**config.mk**
```make
export PLATFORM = sky130hd
export DESIGN_NAME = color_sampler
export DESIGN_NICKNAME = d
export VERILOG_FILES = /design/src/rtl/color_sampler.sv
export SDC_FILE = /design/constraint.sdc
export NUM_CORES = 1
export LEC_CHECK = 0
export BUFFER_PORTS_ARGS = -buffer_cell sky130_fd_sc_hd__buf_2
export CAP_MARGIN = 15
export CORE_AREA = 2 2 104 106
export DETAILED_ROUTE_END_ITERATION = 12
export DIE_AREA = 0 0 106 108
export PLACE_DENSITY = 0.76
export SKIP_CTS_REPAIR_TIMING = 1
export SLEW_MARGIN = 10
export SYNTH_ARGS = -nofsm -noshare
export SYNTH_HDL_FRONTEND = slang
export SYNTH_SLANG_ARGS = --single-unit
export TNS_END_PERCENT = 50
```
**constraint.sdc**
```tcl
create_clock -name clk -period 2.7 [get_ports clk]
set_input_delay 0.27 -clock clk [delete_from_list [all_inputs] [get_ports clk]]
set_output_delay 0.27 -clock clk [all_outputs]
set_load 0.01 [all_outputs]
```
**src/rtl/color_sampler.sv**
```systemverilog
// rtl/color_sampler.sv - colour sensor filter sweeper and pulse counter (optional COLOR_SAMPLER_ZERO_GUARD_EN)
module color_sampler #(
  parameter int WIDTH         = 15,
  parameter int GATE_CYCLES   = 100000,
  parameter int SETTLE_CYCLES = 1000
) (
  input  logic             clk,
  input  logic             rst,
  input  logic             enable,
  input  logic             sensor_out,
  output logic             s2,
  output logic             s3,
  output logic [WIDTH-1:0] clear_cnt,
  output logic [WIDTH-1:0] red_cnt,
  output logic [WIDTH-1:0] green_cnt,
  output logic [WIDTH-1:0] blue_cnt,
  output logic             valid,
  output logic             busy
);

  localparam int MAX_CYCLES = (GATE_CYCLES > SETTLE_CYCLES) ? GATE_CYCLES : SETTLE_CYCLES;
  localparam int TW         = (MAX_CYCLES > 1) ? $clog2(MAX_CYCLES) : 1;

  localparam logic [TW-1:0]    SETTLE_LAST = TW'(SETTLE_CYCLES - 1);
  localparam logic [TW-1:0]    GATE_LAST   = TW'(GATE_CYCLES - 1);
  localparam logic [WIDTH-1:0] CNT_MAX     = {WIDTH{1'b1}};

  typedef enum logic [1:0] {
    IDLE    = 2'd0,
    SETTLE  = 2'd1,
    GATE    = 2'd2,
    PUBLISH = 2'd3
  } state_t;

  state_t           state_q, state_d;
  logic [1:0]       ch_q, ch_d;
  logic [TW-1:0]    timer_q;
  logic [2:0]       sync_q;
  logic             rise;
  logic [WIDTH-1:0] cnt_q, cnt_inc;
  logic [WIDTH-1:0] shadow_clear, shadow_red, shadow_green;
  logic [WIDTH-1:0] clear_pub;
  logic [1:0]       filter_q;
  logic             gate_done;

  // Filter-select code for each channel: clear, red, green, blue.
  function automatic logic [1:0] filter_code(input logic [1:0] ch);
    case (ch)
      2'd0:    return 2'b10;
      2'd1:    return 2'b00;
      2'd2:    return 2'b11;
      default: return 2'b01;
    endcase
  endfunction

  // Two-flop synchronizer plus one history flop for rising-edge detection.
  always_ff @(posedge clk) begin
    if (rst) sync_q <= 3'b000;
    else     sync_q <= {sync_q[1:0], sensor_out};
  end

  assign rise      = sync_q[1] & ~sync_q[2];
  assign gate_done = (state_q == GATE) && (timer_q == GATE_LAST);
  assign cnt_inc   = (rise && (cnt_q != CNT_MAX)) ? cnt_q + WIDTH'(1) : cnt_q;

  // State and channel registers.
  always_ff @(posedge clk) begin
    if (rst) begin
      state_q <= IDLE;
      ch_q    <= 2'd0;
    end else begin
      state_q <= state_d;
      ch_q    <= ch_d;
    end
  end

  // Next-state logic; enable only matters in IDLE and PUBLISH.
  always_comb begin
    state_d = state_q;
    ch_d    = ch_q;
    case (state_q)
      IDLE: begin
        if (enable) begin
          state_d = SETTLE;
          ch_d    = 2'd0;
        end
      end
      SETTLE: begin
        if (timer_q == SETTLE_LAST) state_d = GATE;
      end
      GATE: begin
        if (timer_q == GATE_LAST) begin
          if (ch_q == 2'd3) begin
            state_d = PUBLISH;
          end else begin
            state_d = SETTLE;
            ch_d    = ch_q + 2'd1;
          end
        end
      end
      PUBLISH: begin
        ch_d = 2'd0;
        if (enable) state_d = SETTLE;
        else        state_d = IDLE;
      end
      default: state_d = IDLE;
    endcase
  end

  // Phase timer restarts on every state change.
  always_ff @(posedge clk) begin
    if (rst || (state_q == IDLE) || (state_d != state_q)) timer_q <= '0;
    else                                                   timer_q <= timer_q + TW'(1);
  end

  // Saturating edge counter, live only for the duration of a gate window.
  always_ff @(posedge clk) begin
    if (rst)                                        cnt_q <= '0;
    else if ((state_q == GATE) && (state_d == GATE)) cnt_q <= cnt_inc;
    else                                            cnt_q <= '0;
  end

  // Shadow registers hold the first three channels until the sweep ends.
  always_ff @(posedge clk) begin
    if (rst) begin
      shadow_clear <= '0;
      shadow_red   <= '0;
      shadow_green <= '0;
    end else if (gate_done) begin
      case (ch_q)
        2'd0:    shadow_clear <= cnt_inc;
        2'd1:    shadow_red   <= cnt_inc;
        2'd2:    shadow_green <= cnt_inc;
        default: ;
      endcase
    end
  end

`ifdef COLOR_SAMPLER_ZERO_GUARD_EN
  assign clear_pub = (shadow_clear == '0) ? WIDTH'(1) : shadow_clear;
`else
  assign clear_pub = shadow_clear;
`endif

  // All four counts publish together as the sweep enters PUBLISH; valid marks that cycle.
  always_ff @(posedge clk) begin
    if (rst) begin
      clear_cnt <= '0;
      red_cnt   <= '0;
      green_cnt <= '0;
      blue_cnt  <= '0;
      valid     <= 1'b0;
    end else begin
      valid <= gate_done && (ch_q == 2'd3);
      if (gate_done && (ch_q == 2'd3)) begin
        clear_cnt <= clear_pub;
        red_cnt   <= shadow_red;
        green_cnt <= shadow_green;
        blue_cnt  <= cnt_inc;
      end
    end
  end

  // Registered filter select: changes only when a channel's settle window opens.
  always_ff @(posedge clk) begin
    if (rst)                                          filter_q <= 2'b10;
    else if (state_d == IDLE)                         filter_q <= 2'b10;
    else if ((state_d == SETTLE) && (state_q != SETTLE)) filter_q <= filter_code(ch_d);
  end

  assign s2   = filter_q[1];
  assign s3   = filter_q[0];
  assign busy = (state_q != IDLE);

endmodule

```
; ---- Word level (Yosys, flattened, before mapping)
; Index checks and enable logic that the tools add are counted.
[totals]
register_bits = 147
in_bits = 4
output_inout_bits = 64
wordCells = 64
[classes]
n_addsub = 3
n_eq_ne = 15
n_mux = 12
n_bitwise = 3
n_reduce_logical = 17
[op_table]
columns = cell, n
row1 = $add A17 B1 Y17 const B, 1
row2 = $eq A17 B10 Y1 const B, 1
row3 = $eq A17 B17 Y1 const B, 1
row4 = $add A15 B1 Y15 const B, 1
row5 = $mux W15, 1
row6 = $ne A15 B15 Y1 const B, 1
row7 = $mux W2, 7
row8 = $eq A2 B2 Y1 const B, 6
row9 = $pmux W2 S3, 2
row10 = $eq A2 B1 Y1 const B, 4
row11 = $logic_not A2 Y1, 4
row12 = $pmux W2 S4, 1
row13 = $reduce_and A2 Y1, 3
row14 = $logic_and A1 B1 Y1, 5
row15 = $reduce_or A2 Y1, 2
row16 = $add A2 B1 Y2 const B, 1
row17 = $logic_or A1 B1 Y1, 2
row18 = $ne A2 B1 Y1 const B, 1
row19 = $ne A2 B2 Y1, 1
row20 = $not A1 Y1, 2
row21 = $reduce_bool A2 Y1, 1
row22 = $and A1 B1 Y1, 1
row23 = $mux W1, 1

; ---- Logic depth before layout (Yosys ltp)
[depth]
ltp_word = 8
depth_mapped = 8
mapped_depth_nobuf = 6

; ---- Least setup slack after synthesis
; OpenSTA, ideal clock, no wires.
[synth_timing]
kind = flip-flop to flip-flop
start = reg timer_q[0]
end = reg shadow_clear[9], in the netlist clear_pub[9]
setup_ns = 0.128
arrival_time_ns = 1.865
required_time_ns = 2.572
path_slack_ns = 0.708
stages_incl_launch_ff = 8
n_path_buf = 1
synth_period_minus_slack_ns = 1.992
cell_sequence = dfxtp_1 > ha_1 > and4_2 > nand3_4 > nor4_4 > buf_6 > mux2i_1 > nor2_1
[synth_between]
elab_chain_len = 3
[synth_lines]
columns = item, line
row1 = from (decl), 37  ; logic [TW-1:0] timer_q;
row2 = from (signal assigned), 113  ; else timer_q <= timer_q + TW'(1);
row3 = $eq A17 B17 Y1, 63  ; assign gate_done = (state_q == GATE) && (timer_q == GATE_LAST);
row4 = $logic_and A1 B1 Y1, 63
row5 = $reduce_and A2 Y1 (no source line), n/a
row6 = to (signal assigned), 131  ; 2'd0: shadow_clear <= cnt_inc;
row7 = to (decl), 41  ; logic [WIDTH-1:0] shadow_clear, shadow_red, shadow_green;
; No other way between the ends.
; A chain may end at the register's enable or synchronous reset.

; ---- Worst setup path in the final report
[layout_timing]
start = reg timer_q[0]
end = reg clear_cnt[4]
[layout_between]
elab_chain_len = 3
[layout_lines]
columns = item, line
row1 = $eq A17 B17 Y1, 63
row2 = $logic_and A1 B1 Y1, 63
row3 = $logic_and A1 B1 Y1, 155  ; if (gate_done && (ch_q == 2'd3)) begin
row4 = to (signal assigned), 156  ; clear_cnt <= clear_pub;
row5 = to (decl), 13  ; output logic [WIDTH-1:0] clear_cnt,
; No other way between the ends.

==> impl_metrics.prom <==
# TYPE chip_impl_metric gauge
chip_impl_metric{name="number_of_flops_mapped_to_enable_cells_by_yosys",unit=""} 0
chip_impl_metric{name="synthesis.nets",unit=""} 640
chip_impl_metric{name="tightest_slew",unit="ps"} 748.2
chip_impl_metric{name="routed_wl",unit="um"} 12960
chip_impl_metric{name="drive_gt1_frac",unit=""} 0.1785
chip_impl_metric{name="final-setup-viol-count",unit=""} 0
chip_impl_metric{name="netlist_area",unit="um^2"} 5756
chip_impl_metric{name="placement_rows",unit=""} 37
chip_impl_metric{name="dieArea",unit="um^2"} 11450
chip_impl_metric{name="clkTransAtPathRegs",unit="ps"} 60
chip_impl_metric{name="antenna-diode-count",unit=""} 0
chip_impl_metric{name="cts_num_sinks",unit=""} 147
chip_impl_metric{name="io_pins",unit=""} 68
chip_impl_metric{name="global_route.usage.total",unit=""} 0.2361
chip_impl_metric{name="min_cycle_time_layout",unit="ps"} 2212
chip_impl_metric{name="numPortBuffers",unit=""} 67
chip_impl_metric{name="power.switching_fraction",unit=""} 0.2135
chip_impl_metric{name="num_vias",unit=""} 4596
chip_impl_metric{name="internal_power",unit="mW"} 3.565
chip_impl_metric{name="power.density_cell_area",unit="nW/um^2"} 674.3
chip_impl_metric{name="syn_inst",unit=""} 634
chip_impl_metric{name="max_slew_margin",unit=""} 0.4995
chip_impl_metric{name="core-area",unit="um^2"} 10230
chip_impl_metric{name="clkPwrFrac",unit=""} 0.507
chip_impl_metric{name="critical_path.max_fanout",unit=""} 47
chip_impl_info{name="layout_commonest_cell",value="dfxtp_1"} 1
chip_impl_metric{name="maximum_number_of_pins_on_one_net_before_global_route_repair",unit=""} 63
chip_impl_metric{name="htree_num_levels",unit=""} 4
chip_impl_metric{name="grt_first_pass_wirelength",unit="um"} 21050
chip_impl_metric{name="design.final.nets",unit=""} 699
chip_impl_metric{name="cts_inserted_buffers",unit=""} 17
chip_impl_metric{name="max_reg_flops",unit=""} 17
chip_impl_metric{name="flop_pwr_share",unit=""} 0.480
chip_impl_info{name="register_with_the_most_flip_flops",value="timer_q"} 1
chip_impl_metric{name="synth.yosys.warnings",unit=""} 0
chip_impl_info{name="dominantRegCellSynth",value="dfxtp_1"} 1
chip_impl_metric{name="max_frequency",unit="GHz"} 0.4522
chip_impl_metric{name="place_hpwl",unit="um"} 8335
chip_impl_metric{name="postSynthRegisterBits",unit=""} 147
chip_impl_metric{name="synth_seq_area_share",unit=""} 0.5113
chip_impl_metric{name="drt_first_pass_iters",unit=""} 5
chip_impl_metric{name="postSynthAreaPerCell",unit="um^2"} 9.078
chip_impl_metric{name="cap_viol_max_count",unit=""} 0
chip_impl_metric{name="synth_async_reset_ratio",unit=""} 0
chip_impl_metric{name="layout_worst_path_cycle_share",unit=""} 0.8191
chip_impl_metric{name="detail_route.iter0.violations",unit=""} 271
chip_impl_metric{name="worst_ir_drop_on_vdd",unit="uV"} 364.9
chip_impl_metric{name="leakage_power_of_the_design",unit="nW"} 2.481
chip_impl_metric{name="drc",unit=""} 0
chip_impl_metric{name="comb_power_share",unit=""} 0.012
chip_impl_metric{name="effective_utilization_at_floorplan",unit=""} 0.5626
chip_impl_metric{name="final-max-slew-violation-count",unit=""} 0
chip_impl_metric{name="antenna_violating_nets_left",unit=""} 0
chip_impl_info{name="hold_class",value="in -> reg"} 1
chip_impl_info{name="crit_path_start_kind",value="flip-flop"} 1
chip_impl_metric{name="clockBufferDepth",unit=""} 2
chip_impl_metric{name="reported_net_switching_power",unit="mW"} 0.9674
chip_impl_metric{name="post_drt_wl_per_cell",unit="um"} 15.39
chip_impl_info{name="cts_root_buffer",value="clkbuf_8"} 1
chip_impl_info{name="worst_setup_path_end_kind",value="flip-flop"} 1
chip_impl_metric{name="timing.critical_path.arrival",unit="ps"} 2580
chip_impl_metric{name="yosysUniqueCellTypes",unit=""} 47
chip_impl_info{name="tritoncts_clock_tree",value="yes"} 1
chip_impl_metric{name="gpl_wtd_cong",unit=""} 0.8689
chip_impl_metric{name="total_neg_setup_slack",unit="ps"} 0
chip_impl_metric{name="die_h",unit="um"} 108
chip_impl_metric{name="timing.final.hold_violations",unit=""} 0
chip_impl_info{name="grt_setup_unrepaired",value="false"} 1
chip_impl_metric{name="postLayoutCoreUtil",unit=""} 0.6570
chip_impl_metric{name="layout_overhead_on_the_synthesized_area",unit="%"} 16.78
chip_impl_info{name="startpoint_to_endpoint_class_of_the_critical_path",value="reg -> reg"} 1
chip_impl_metric{name="clock_latency",unit="ps"} 520
chip_impl_metric{name="grt-ovfl-total",unit=""} 0
chip_impl_info{name="run_status",value="finished clean"} 1
chip_impl_info{name="layout_common_cells",value="dfxtp_1 (147), nand2_1 (106), nor2_1 (99), buf_2 (66), a21oi_1 (52)"} 1
chip_impl_metric{name="worst_ep_required_time",unit="ps"} 3070
chip_impl_metric{name="finClkSkew",unit="ps"} 9.708
chip_impl_metric{name="post_drt_via_cell_ratio",unit=""} 5.458
chip_impl_metric{name="antenna_found_initial",unit=""} 0
chip_impl_metric{name="via_count_of_the_first_global_routing_pass",unit=""} 4280
chip_impl_metric{name="fp.dieW",unit="um"} 106
## worst max-delay path, cell delays in order (launching register included)
cell	delay (ps)
dfxtp_1	370
ha_1	260
nand4_1	290
or4_4	870
nand2_1	180
a21oi_1	70
## metal layers
layer  vias to the layer above  track usage  part of all wire
met5                         -            0                 0
met3                        23      0.05003             0.051
met4                         0       0.1053             0.023
met1                      2140       0.3036              0.45
li1                       2284            -                 -
met2                       149       0.3857              0.48
## power groups by stage
stage	sequential, mW	clock, mW	combinational, mW
2_1_floorplan	2.22	0	0.0449
3_3_place_gp	2.22	0	0.0538
3_5_place_dp	2.23	0	0.0541
4_1_cts	2.18	2.32	0.0545
5_1_grt	2.18	2.44	0.0613
6_report	2.18	2.30	0.0555
## logic make-up (layout without fill, tap and decap cells)
| group | count (synthesis) | count (layout) | synth area share |
|---|---|---|---|
| AND/OR/NAND/NOR | 282 | 282 | 0.2387 |
| flip-flops | 147 | 147 | 0.5113 |
| AO/OA/AOI/OAI | 105 | 105 | 0.1172 |
| buffers and inverters | 48 | 120 | 0.04674 |
| multiplexers | 26 | 26 | 0.04522 |
| XOR/XNOR | 24 | 24 | 0.03652 |
| adder cells (fa/ha/maj) | 2 | 2 | 0.004347 |
## Yosys cell counts (2+ instances only)
cell type | instances | area, um^2
a211oi_1 | 37 | 277.8
a211oi_2 | 2 | 25.02
a21oi_1 | 52 | 260.3
a31oi_1 | 5 | 31.28
a41o_1 | 2 | 20.02
and2_1 | 7 | 43.79
and3_1 | 7 | 43.79
and4_1 | 5 | 43.79
buf_2 | 5 | 25.02
buf_4 | 4 | 30.03
buf_6 | 9 | 101.4
clkbuf_1 | 21 | 78.83
dfxtp_1 | 147 | 2943
ha_1 | 2 | 25.02
inv_1 | 9 | 33.78
mux2i_1 | 26 | 260.3
nand2_1 | 106 | 397.9
nand2b_1 | 4 | 25.02
nand3_1 | 12 | 60.06
nand4_1 | 9 | 56.30
nor2_1 | 99 | 371.6
nor2b_1 | 8 | 50.05
nor3_1 | 5 | 25.02
nor3_4 | 2 | 32.53
nor4_1 | 2 | 12.51
nor4_4 | 4 | 85.08
xnor2_1 | 8 | 70.07
xor2_1 | 16 | 140.1
## layout make-up
class                      count  area [um^2]
timing repair buffer          79        442.9
fill                         816         3510
tap                          136        170.2
sequential                   147         2943
multi-input combinational    439         2544
clock inverter                13        146.4
clock buffer                  19        441.7
inverter                       9        33.78
## metrics by stage
| stage | hold WS [ps] | power, mW | cells | setup slack, ps | cell area [um^2] |
|---|---|---|---|---|---|
| 3_5_place_dp | 434.2 | 2.279 | 809 | 509.7 | 6123 |
| 6_report | 136.4 | 4.532 | 842 | 488.4 | 6721 |
| 2_1_floorplan | 398.2 | 2.267 | 634 | 707.8 | 5756 |
| 4_1_cts | -41.08 | 4.555 | 841 | 491.4 | 6711 |
| 5_1_grt | 168.0 | 4.679 | 842 | 395.3 | 6721 |
| 3_3_place_gp | 434.4 | 2.279 | 809 | 564.0 | 6123 |
## path summary, 6_finish.rpt
path | from | end | slack [ps] | cells past startpoint
hold / removal | enable | filter_q[1]$_SDFFE_PP1P_ | 140 | 4
setup reg to reg | timer_q[0]$_SDFF_PP0_ | clear_cnt[4]$_SDFFE_PP0P_ | 490 | 5
setup / recovery | timer_q[0]$_SDFF_PP0_ | clear_cnt[4]$_SDFFE_PP0P_ | 490 | 5
hold reg to reg | red_cnt[11]$_SDFFE_PP0P_ | red_cnt[11]$_SDFFE_PP0P_ | 450 | 2
Note: power is estimated with default switching activity, not from simulation.
